===== src/rtl/uart_pkg.sv =====
// Shared UART frame-format definitions, imported by both the receiver and transmitter cores.
package uart_pkg;

  typedef enum logic [2:0] {
    ST_IDLE,
    ST_START,
    ST_DATA,
    ST_PARITY,
    ST_STOP
  } rx_state_e;

  localparam logic [1:0] PAR_NONE = 2'b00;
  localparam logic [1:0] PAR_EVEN = 2'b01;
  localparam logic [1:0] PAR_ODD  = 2'b10;

  localparam logic [1:0] STOP_1   = 2'b00;
  localparam logic [1:0] STOP_1P5 = 2'b01;
  localparam logic [1:0] STOP_2   = 2'b10;

  // Data bits per frame: 5 + sel, giving 5..8.
  function automatic logic [3:0] dbits(input logic [1:0] sel);
    return 4'd5 + {2'b00, sel};
  endfunction

endpackage


===== src/rtl/uart_rx_if.sv =====
// Receiver-side bus: frame-format selects in, received character and status out.
interface uart_rx_if;
  logic [2:0] dbit_select_i;
  logic [1:0] sbit_select_i;
  logic [1:0] parity_select_i;
  logic [7:0] dout;
  logic       rx_done_tick;
  logic       parity_error;
  logic       frame_error;
  logic       rx_busy;

  modport master (
    input  dbit_select_i, sbit_select_i, parity_select_i,
    output dout, rx_done_tick, parity_error, frame_error, rx_busy
  );

  modport slave (
    output dbit_select_i, sbit_select_i, parity_select_i,
    input  dout, rx_done_tick, parity_error, frame_error, rx_busy
  );
endinterface


===== src/rtl/uart_rx_sampler.sv =====
// Line conditioning for the receiver: 2-FF synchronizer, plus a 3-tick majority voter
// when UART_RX_MAJORITY_EN is defined.
module uart_rx_sampler (
  input  logic clk,
  input  logic reset_n,
  input  logic s_tick,
  input  logic rx,
  output logic rx_s,
  output logic bit_s
);

  logic [1:0] sync_q;

  always_ff @(posedge clk or negedge reset_n) begin
    if (!reset_n) sync_q <= 2'b11;
    else          sync_q <= {sync_q[0], rx};
  end

  assign rx_s = sync_q[1];

`ifdef UART_RX_MAJORITY_EN
  // Window is the two previous tick samples plus the current one, so the decision
  // lands on the same tick as the single-sample build and frame timing is unchanged.
  logic [1:0] hist_q;

  always_ff @(posedge clk or negedge reset_n) begin
    if (!reset_n)    hist_q <= 2'b11;
    else if (s_tick) hist_q <= {hist_q[0], rx_s};
  end

  assign bit_s = (hist_q[1] & hist_q[0]) | (hist_q[1] & rx_s) | (hist_q[0] & rx_s);
`else
  logic unused_tick;
  assign unused_tick = s_tick;
  assign bit_s       = rx_s;
`endif

endmodule


===== src/rtl/uart_rx.sv =====
// UART receiver core: 16x oversampled, runtime-selected 5-8 data bits, parity and stop length.
// Optional build macro UART_RX_MAJORITY_EN enables 3-tick majority sampling in uart_rx_sampler.
//
// state  | meaning
// IDLE   | waiting for line high (arm), then a low level starts a frame
// START  | counting to mid start bit; confirm low or drop as false start
// DATA   | sampling data bits LSB first at each bit mid
// PARITY | sampling and checking the parity bit
// STOP   | sampling stop bit, then strobing the character out
module uart_rx
  import uart_pkg::*;
#(
  parameter int OVERSAMPLE = 16
) (
  input  logic      clk,
  input  logic      reset_n,
  input  logic      s_tick,
  input  logic      rx,
  uart_rx_if.master bus
);

  localparam int CW = $clog2(2 * OVERSAMPLE);
  localparam logic [CW-1:0] ONE       = CW'(1);
  localparam logic [CW-1:0] MID_START = CW'(OVERSAMPLE / 2 - 1);
  localparam logic [CW-1:0] BIT_END   = CW'(OVERSAMPLE - 1);

  logic            rx_s;
  logic            bit_s;
  rx_state_e       state;
  logic            armed;
  logic [CW-1:0]   s_cnt;
  logic [2:0]      n_cnt;
  logic [7:0]      shreg;
  logic [1:0]      cfg_dbit;
  logic [1:0]      cfg_sbit;
  logic [1:0]      cfg_par;
  logic            par_err_r;
  logic            frm_err_r;
  logic [7:0]      dout_q;
  logic            done_q;
  logic            par_err_q;
  logic            frm_err_q;
  logic            busy_q;

  logic [3:0]      nbits;
  logic [2:0]      n_last;
  logic            par_en;
  logic            par_exp;
  logic [CW-1:0]   stop_last;
  logic            frm_now;
  logic            unused_dbit_msb;

  uart_rx_sampler u_sampler (
    .clk     (clk),
    .reset_n (reset_n),
    .s_tick  (s_tick),
    .rx      (rx),
    .rx_s    (rx_s),
    .bit_s   (bit_s)
  );

  assign unused_dbit_msb = bus.dbit_select_i[2];

  assign nbits   = dbits(cfg_dbit);
  assign n_last  = 3'(nbits - 4'd1);
  assign par_en  = (cfg_par == PAR_EVEN) || (cfg_par == PAR_ODD);
  assign par_exp = (cfg_par == PAR_ODD) ? ~(^shreg) : (^shreg);

  always_comb begin
    stop_last = BIT_END;
    case (cfg_sbit)
      STOP_1P5: stop_last = CW'(OVERSAMPLE + OVERSAMPLE / 2 - 1);
      STOP_2:   stop_last = CW'(2 * OVERSAMPLE - 1);
      default:  stop_last = BIT_END;
    endcase
  end

  // With a one-bit stop the sample and the end of frame fall on the same tick.
  always_comb begin
    frm_now = frm_err_r;
    if (s_cnt == BIT_END) frm_now = ~bit_s;
  end

  always_ff @(posedge clk or negedge reset_n) begin
    if (!reset_n) begin
      state     <= ST_IDLE;
      armed     <= 1'b0;
      s_cnt     <= '0;
      n_cnt     <= '0;
      shreg     <= '0;
      cfg_dbit  <= '0;
      cfg_sbit  <= STOP_1;
      cfg_par   <= PAR_NONE;
      par_err_r <= 1'b0;
      frm_err_r <= 1'b0;
      dout_q    <= '0;
      done_q    <= 1'b0;
      par_err_q <= 1'b0;
      frm_err_q <= 1'b0;
      busy_q    <= 1'b0;
    end else begin
      done_q <= 1'b0;
      case (state)
        ST_IDLE: begin
          if (rx_s) begin
            armed <= 1'b1;
          end else if (armed) begin
            s_cnt     <= '0;
            shreg     <= '0;
            par_err_r <= 1'b0;
            frm_err_r <= 1'b0;
            cfg_dbit  <= bus.dbit_select_i[1:0];
            cfg_sbit  <= bus.sbit_select_i;
            cfg_par   <= bus.parity_select_i;
            busy_q    <= 1'b1;
            state     <= ST_START;
          end
        end

        ST_START: begin
          if (s_tick) begin
            if (s_cnt == MID_START) begin
              if (!bit_s) begin
                s_cnt <= '0;
                n_cnt <= '0;
                state <= ST_DATA;
              end else begin
                armed  <= 1'b0;
                busy_q <= 1'b0;
                state  <= ST_IDLE;
              end
            end else begin
              s_cnt <= s_cnt + ONE;
            end
          end
        end

        ST_DATA: begin
          if (s_tick) begin
            if (s_cnt == BIT_END) begin
              s_cnt <= '0;
              shreg <= {bit_s, shreg[7:1]};
              if (n_cnt == n_last) state <= par_en ? ST_PARITY : ST_STOP;
              else                 n_cnt <= n_cnt + 3'd1;
            end else begin
              s_cnt <= s_cnt + ONE;
            end
          end
        end

        ST_PARITY: begin
          if (s_tick) begin
            if (s_cnt == BIT_END) begin
              s_cnt     <= '0;
              par_err_r <= (bit_s != par_exp);
              state     <= ST_STOP;
            end else begin
              s_cnt <= s_cnt + ONE;
            end
          end
        end

        ST_STOP: begin
          if (s_tick) begin
            if (s_cnt == BIT_END) frm_err_r <= ~bit_s;
            if (s_cnt == stop_last) begin
              dout_q    <= shreg >> (4'd8 - nbits);
              par_err_q <= par_err_r;
              frm_err_q <= frm_now;
              done_q    <= 1'b1;
              busy_q    <= 1'b0;
              armed     <= 1'b0;
              state     <= ST_IDLE;
            end else begin
              s_cnt <= s_cnt + ONE;
            end
          end
        end

        default: begin
          busy_q <= 1'b0;
          state  <= ST_IDLE;
        end
      endcase
    end
  end

  assign bus.dout         = dout_q;
  assign bus.rx_done_tick = done_q;
  assign bus.parity_error = par_err_q;
  assign bus.frame_error  = frm_err_q;
  assign bus.rx_busy      = busy_q;

endmodule


===== src/flat_wrapper.sv =====
// flat-port wrapper written by rule: the top's interface ports become plain ports
module uart_rx_flat import uart_pkg::*;
#(
  parameter int OVERSAMPLE = 16
)
  (clk, reset_n, s_tick, rx, bus_dbit_select_i, bus_sbit_select_i, bus_parity_select_i, bus_dout, bus_rx_done_tick, bus_parity_error, bus_frame_error, bus_rx_busy);
  uart_rx_if bus_i ();
  input  logic clk;
  input  logic reset_n;
  input  logic s_tick;
  input  logic rx;
  input wire logic [$bits(bus_i.dbit_select_i)-1:0] bus_dbit_select_i;
  input wire logic [$bits(bus_i.sbit_select_i)-1:0] bus_sbit_select_i;
  input wire logic [$bits(bus_i.parity_select_i)-1:0] bus_parity_select_i;
  output wire logic [$bits(bus_i.dout)-1:0] bus_dout;
  output wire logic [$bits(bus_i.rx_done_tick)-1:0] bus_rx_done_tick;
  output wire logic [$bits(bus_i.parity_error)-1:0] bus_parity_error;
  output wire logic [$bits(bus_i.frame_error)-1:0] bus_frame_error;
  output wire logic [$bits(bus_i.rx_busy)-1:0] bus_rx_busy;
  assign bus_i.dbit_select_i = bus_dbit_select_i;
  assign bus_i.sbit_select_i = bus_sbit_select_i;
  assign bus_i.parity_select_i = bus_parity_select_i;
  assign bus_dout = bus_i.dout;
  assign bus_rx_done_tick = bus_i.rx_done_tick;
  assign bus_parity_error = bus_i.parity_error;
  assign bus_frame_error = bus_i.frame_error;
  assign bus_rx_busy = bus_i.rx_busy;
  uart_rx #(.OVERSAMPLE(OVERSAMPLE)) u_core (.clk(clk), .reset_n(reset_n), .s_tick(s_tick), .rx(rx), .bus(bus_i));
endmodule

===== config.mk =====
export PLATFORM = sky130hd
export DESIGN_NAME = uart_rx_flat
export DESIGN_NICKNAME = d
export VERILOG_FILES = /design/src/rtl/uart_pkg.sv /design/src/rtl/uart_rx_if.sv /design/src/rtl/uart_rx_sampler.sv /design/src/rtl/uart_rx.sv /design/src/flat_wrapper.sv
export SDC_FILE = /design/constraint.sdc
export NUM_CORES = 1
export LEC_CHECK = 0
export ABC_CLOCK_PERIOD_IN_PS = 4000
export BUFFER_PORTS_ARGS = -buffer_cell sky130_fd_sc_hd__buf_2
export CAP_MARGIN = 20
export CORE_MARGIN = 2
export CORE_UTILIZATION = 63
export CTS_CLUSTER_SIZE = 16
export DETAILED_ROUTE_END_ITERATION = 8
export GPL_ROUTABILITY_DRIVEN = 0
export GPL_TIMING_DRIVEN = 0
export HOLD_SLACK_MARGIN = 0.03
export MAX_ROUTING_LAYER = met4
export PLACE_DENSITY = 0.91
export RECOVER_POWER = 50
export SKIP_LAST_GASP = 1
export SLEW_MARGIN = 30
export SYNTH_ARGS = -nofsm -noshare
export SYNTH_HDL_FRONTEND = slang
export SYNTH_SLANG_ARGS = --single-unit

===== constraint.sdc =====
create_clock -name clk -period 4 [get_ports clk]
set_input_delay 0.4 -clock clk [delete_from_list [all_inputs] [get_ports clk]]
set_output_delay 0.4 -clock clk [all_outputs]
set_load 0.02 [all_outputs]

---- After elaboration in Yosys (flattened, before gate mapping) ----
Index checks and enable logic that the tools add are counted.
word-level totals
  bits in registers ....................... 42
  bits in latches ......................... 0
  RAM bits ................................ 0
  ROM bits ................................ 0
  output and inout bits ................... 12
  memories ................................ 0
cells by class
  add/subtract/negate cells ............... 5
  $mul .................................... 0
  divide/modulo/power cells ............... 0
  $lt $le $gt $ge ......................... 0
  eq/ne operators ......................... 31
  shift-type cells ........................ 1
  muxes and demuxes ....................... 59
  bitwise logic cells ..................... 3
  reduce and logical (&&, ||, !) cells .... 20
operator list
  kind                 number
  $mux 3               18
  $mux 5               9
  $mux 8               4
  $ne 2x2->1 const B   10
  $pmux 5 s4           1
  $mux 1               18
  $pmux 8 s2           1
  $reduce_and 8->1     2
  $pmux 3 s5           1
  $ne 2x1->1 const B   7
  $reduce_and 7->1     2
  $reduce_and 11->1    1
  $pmux 5 s2           1
  $reduce_and 5->1     2
  $reduce_bool 2->1    4
  $reduce_xor 8->1     1
  $shr 8x4->8          1
  $eq 3x2->1 const B   2
  $pmux 3 s2           1
  $reduce_and 3->1     2
  $add 5x1->5 const B  1
  $eq 5x3->1 const B   1
  $eq 5x4->1 const B   1
  $eq 5x5->1           1
  other kinds (22)     27

---- Longest topological paths before layout ----
  word-level depth ........................ 7
  depth in mapped cells ................... 10
  gate-level depth less buffers ........... 9

---- Cells and area by module ----
Synthesis repeated with hierarchy kept, for this count alone.
second synthesis, totals
  cell total of the unflattened synthesis .. 241
  area total of the unflattened synthesis .. 2290.9 um2
by module, submodules not included
  module           instances  cells each  area an instance (um2)  seq. area each (um2)
  uart_rx          1          238         2230.9                  1001.0
  uart_rx_sampler  1          3           60.1                    52.6

---- Worst setup path before layout ----
OpenSTA, ideal clock, no wires.
  path type ............................... flip-flop to flip-flop
  start ................................... register u_core.s_cnt[0]
  end ..................................... register u_core.shreg[5]
  setup time .............................. 0.083 ns
  data arrival time ....................... 1.978 ns
  data required time ...................... 3.917 ns
  slack ................................... 1.939 ns
  cell stages (with the launch flop) ...... 11
  clock period less this slack ............ 2.061 ns
  cells stage by stage .................... dfrtp_1 -> ha_1 -> nand3_1 -> inv_1 -> ha_1 -> and2_1 -> o32ai_2 -> nor4_2 -> buf_2 -> nand3_1 -> o21ai_0
on the way
  word-level cells in the longest chain between the ends .. 3
ends and longest elaborated chain
  item                        RTL line        text
  start, declared             uart_rx.sv:31   logic [CW-1:0] s_cnt;
  start signal, assigned      uart_rx.sv:133  s_cnt <= s_cnt + ONE;
  start signal, assigned      uart_rx.sv:146  s_cnt <= s_cnt + ONE;
  start signal, assigned      uart_rx.sv:158  s_cnt <= s_cnt + ONE;
  $eq 5x4->1                  uart_rx.sv:140  if (s_cnt == BIT_END) begin
  $ne 2x1->1 (no line)        --
  $reduce_and 5->1 (no line)  --
  end signal, assigned        uart_rx.sv:142  shreg <= {bit_s, shreg[7:1]};
  end, declared               uart_rx.sv:33   logic [7:0] shreg;
Every way passes these cells.
A chain may end at the register's enable or synchronous reset.

---- Worst setup path after layout ----
  start ................................... register u_core.s_cnt[0]
  end ..................................... register u_core.shreg[6]
Same word-level chain as after synthesis.

==> results.py <==
metrics = {
    "clocking": {
        "htree_levels": 2,
        "cts_tree": "yes",
        "cts_hold_buf": 0,
        "cts_buffers": 5,
        "root_buffer": "clkbuf_8",
        "cts_resized": 0,
        "clkSinkCount": 42,
        "clk_pin_slew_ns": 0.08,
        "post_cts_buffers": 0,
        "cts.path.max_buffers": 2,
        "clock_latency_ns": 0.30,
    },
    "detailed_routing": {
        "viasPerCell": 5.81,
        "antenna_left": 0,
        "drc": 0,
        "drt-initial-drc-count": 189,
        "wl_per_cell_um": 15.2,
        "drt_wl_total_mm": 5.00,
        "via_count": 1912,
        "dr.pass1.iters": 5,
    },
    "yosys": {
        "synth_warnings": 0,
        "synth_edf_count": 0,
        "synth.net_count": 269,
        "synth_top_flop_cell": "dfrtp_1",
        "ys_seq_area_share_pct": 43.5,
        "syn_inst": 252,
        "synth_area_mm2": 0.00242,
        "synth-seq-cells": 42,
        "syn_area_per_cell_um2": 9.61,
        "synthDistinctLibCells": 53,
        "async_flop_share_pct": 100,
    },
    "worst_setup_path": {
        "critPathLaunchType": "flop",
        "r2r-start": "u_core.s_cnt[0]",
        "worstPathArrival_ns": 2.74,
        "crit_path_end_kind": "flop",
        "r2r_end": "u_core.shreg[6]",
        "worstPathMaxFanout": 10,
        "r2r_slack_ns": 1.47,
        "rr_worst_depth": 10,
        "cp.required_ns": 4.21,
        "crit_type": "reg -> reg",
    },
    "pwr": {
        "vdd_drop_max_mv": 0.320,
        "p_per_area_mw_per_mm2": 595,
        "power.leakage_nw": 1.17,
    },
    "sta": {
        "holdWs_ns": 0.188,
        "rsz0062_at_grt": "no",
        "fin_worst_skew_ns": 0.00672,
        "setup_viol_count_final": 0,
        "period_share_pct": 63.3,
        "slew_viol_final": 43,
        "fmax_ghz": 0.395,
        "min_period_ns": 2.53,
        "finalHoldViolCount": 0,
        "max_slew_margin_pct": -45.0,
        "setup_tns_ns": 0,
        "worst_slack_ns": 1.47,
        "worst_pin_slew_ns": 2.18,
    },
    "worst_hold_path": {
        "hold_start": "rx",
        "hold_depth": 1,
        "hold_class": "in -> reg",
        "hold_path_end": "u_core.u_sampler.sync_q[0]",
    },
    "grt": {
        "antenna_found_initial": 0,
        "grt_overflow": 0,
        "grt.total_usage_pct": 26.7,
        "grt_pass1_vias": 1741,
        "grt_pass1_wl_mm": 8.38,
        "grt_max_degree": 43,
    },
    "cells_and_area": {
        "final_layout_size_suffix_gt1_share_pct": 19.6,
        "utilization_pct": 72.5,
        "syn_to_final_growth_pct": 10.5,
        "diodes": 0,
        "nNetsFinal": 297,
    },
    "die": {
        "rows": 22,
        "initial_core_util_pct": 65.6,
        "core_area_mm2": 0.00369,
        "io_pins": 23,
        "die-height_um": 66.0,
        "die_area_mm2": 0.00435,
        "die-width_um": 66.0,
    },
    "run": {
        "cap_violations": 1,
    },
    "placement": {
        "port_buffers": 21,
        "hpwl_mm": 3.57,
        "dp_slack_ns": 1.57,
    },
    "run_status": {
        "violations": "max-capacitance violations, max-slew violations",
        "status": "complete, but fails checks",
    },
}
[worst max-delay path, cell delays in order (launching register included)]
cell     delay, ns
dfrtp_1       0.40
ha_1          0.26
nand3_1       0.13
inv_1         0.08
ha_1          0.19
and2_1        0.20
o32ai_2       0.14
nor4_2        0.52
buf_2         0.30
nand3_1       0.09
o21ai_0       0.12
[per-layer routing]
metal / vias to the layer above / wire length, um / global-route usage, %
met1: 895 / 2220 / 35.1
met3: 10 / 328 / 6.13
li1: 943 / - / -
met4: 0 / 103 / 11.2
met2: 64 / 2350 / 40.2
met5: - / 0 / -
[layout by cell type, fill, tap and decap left out, drive strengths merged, types with 4 or more instances in the layout]
cell	instances
a21oi	10
and2	4
buf	23
clkbuf	16
dfrtp	40
ha	6
inv	18
mux2	9
mux2i	6
nand2	23
nand3	14
nor2	16
nor2b	4
nor3	4
o21ai	30
o22ai	4
xnor2	13
[per-stage QoR]
stage / cell area [um^2] / instances / total power [W]
after floorplan: 2420 / 252 / 0.00114
after global placement: 2590 / 321 / 0.00127
after detailed placement: 2590 / 321 / 0.00130
after CTS: 2680 / 329 / 0.00159
after global routing: 2680 / 329 / 0.00170
final: 2680 / 329 / 0.00159
[area by class of cell]
| cell class | count | area (um^2) |
|---|---|---|
| Buffer | 12 | 75.1 |
| Clock buffer | 6 | 82.6 |
| Clock inverter | 2 | 12.5 |
| Fill cell | 266 | 1010 |
| Inverter | 18 | 67.6 |
| Multi-Input combinational cell | 180 | 1220 |
| Sequential cell | 42 | 1050 |
| Tap cell | 48 | 60.1 |
| Timing Repair Buffer | 21 | 98.8 |
[flip-flops by register name (all words and copies together) (netlist names), 2 cells and up]
signal,count
u_core.bus.dout,8
u_core.cfg_dbit,2
u_core.cfg_par,2
u_core.cfg_sbit,2
u_core.n_cnt,3
u_core.s_cnt,5
u_core.shreg,8
u_core.state,3
u_core.u_sampler.sync_q,2
[worst max-delay path by stage]
stage	start	to	slack [ns]	cells after the start
2_1_floorplan	u_core.s_cnt[0]	u_core.shreg[5]	1.94	10
3_3_place_gp	u_core.s_cnt[0]	u_core.shreg[6]	1.66	10
3_5_place_dp	u_core.s_cnt[0]	u_core.shreg[6]	1.57	10
4_1_cts	u_core.s_cnt[0]	u_core.shreg[6]	1.54	10
5_1_grt	u_core.s_cnt[0]	u_core.shreg[6]	1.30	10
6_report	u_core.s_cnt[0]	u_core.shreg[6]	1.47	10
[cells in the mapped netlist (all sizes together) (5+ instances only)]
library cell	n	share of area, %
dfrtp	40	41
a21oi	10	2.2
inv	18	2.8
nand3	14	2.9
nor2	16	2.8
nand2	23	3.6
buf	7	2.3
xnor2	13	5.0
mux2	9	4.2
o21ai	30	6.2
ha	6	3.1
clkbuf	5	0.78
mux2i	6	2.5
[report_power, final]
part / internal [W] / leakage, nW / switching, W / total, W
sequential: 0.000500 / 0.553 / 0.0000720 / 0.000572
clock: 0.000139 / 0.0472 / 0.000149 / 0.000287
combinational: 0.000307 / 0.567 / 0.000426 / 0.000733
[logic make-up after synthesis]
kind of cell | synth area share [%]
simple gates | 17.5
compound gates | 17.9
flops | 43.5
buf+inv | 5.89
mux | 6.67
xor+xnor | 5.37
fa+ha+maj | 3.10
Power figures use the tool's default switching activity.
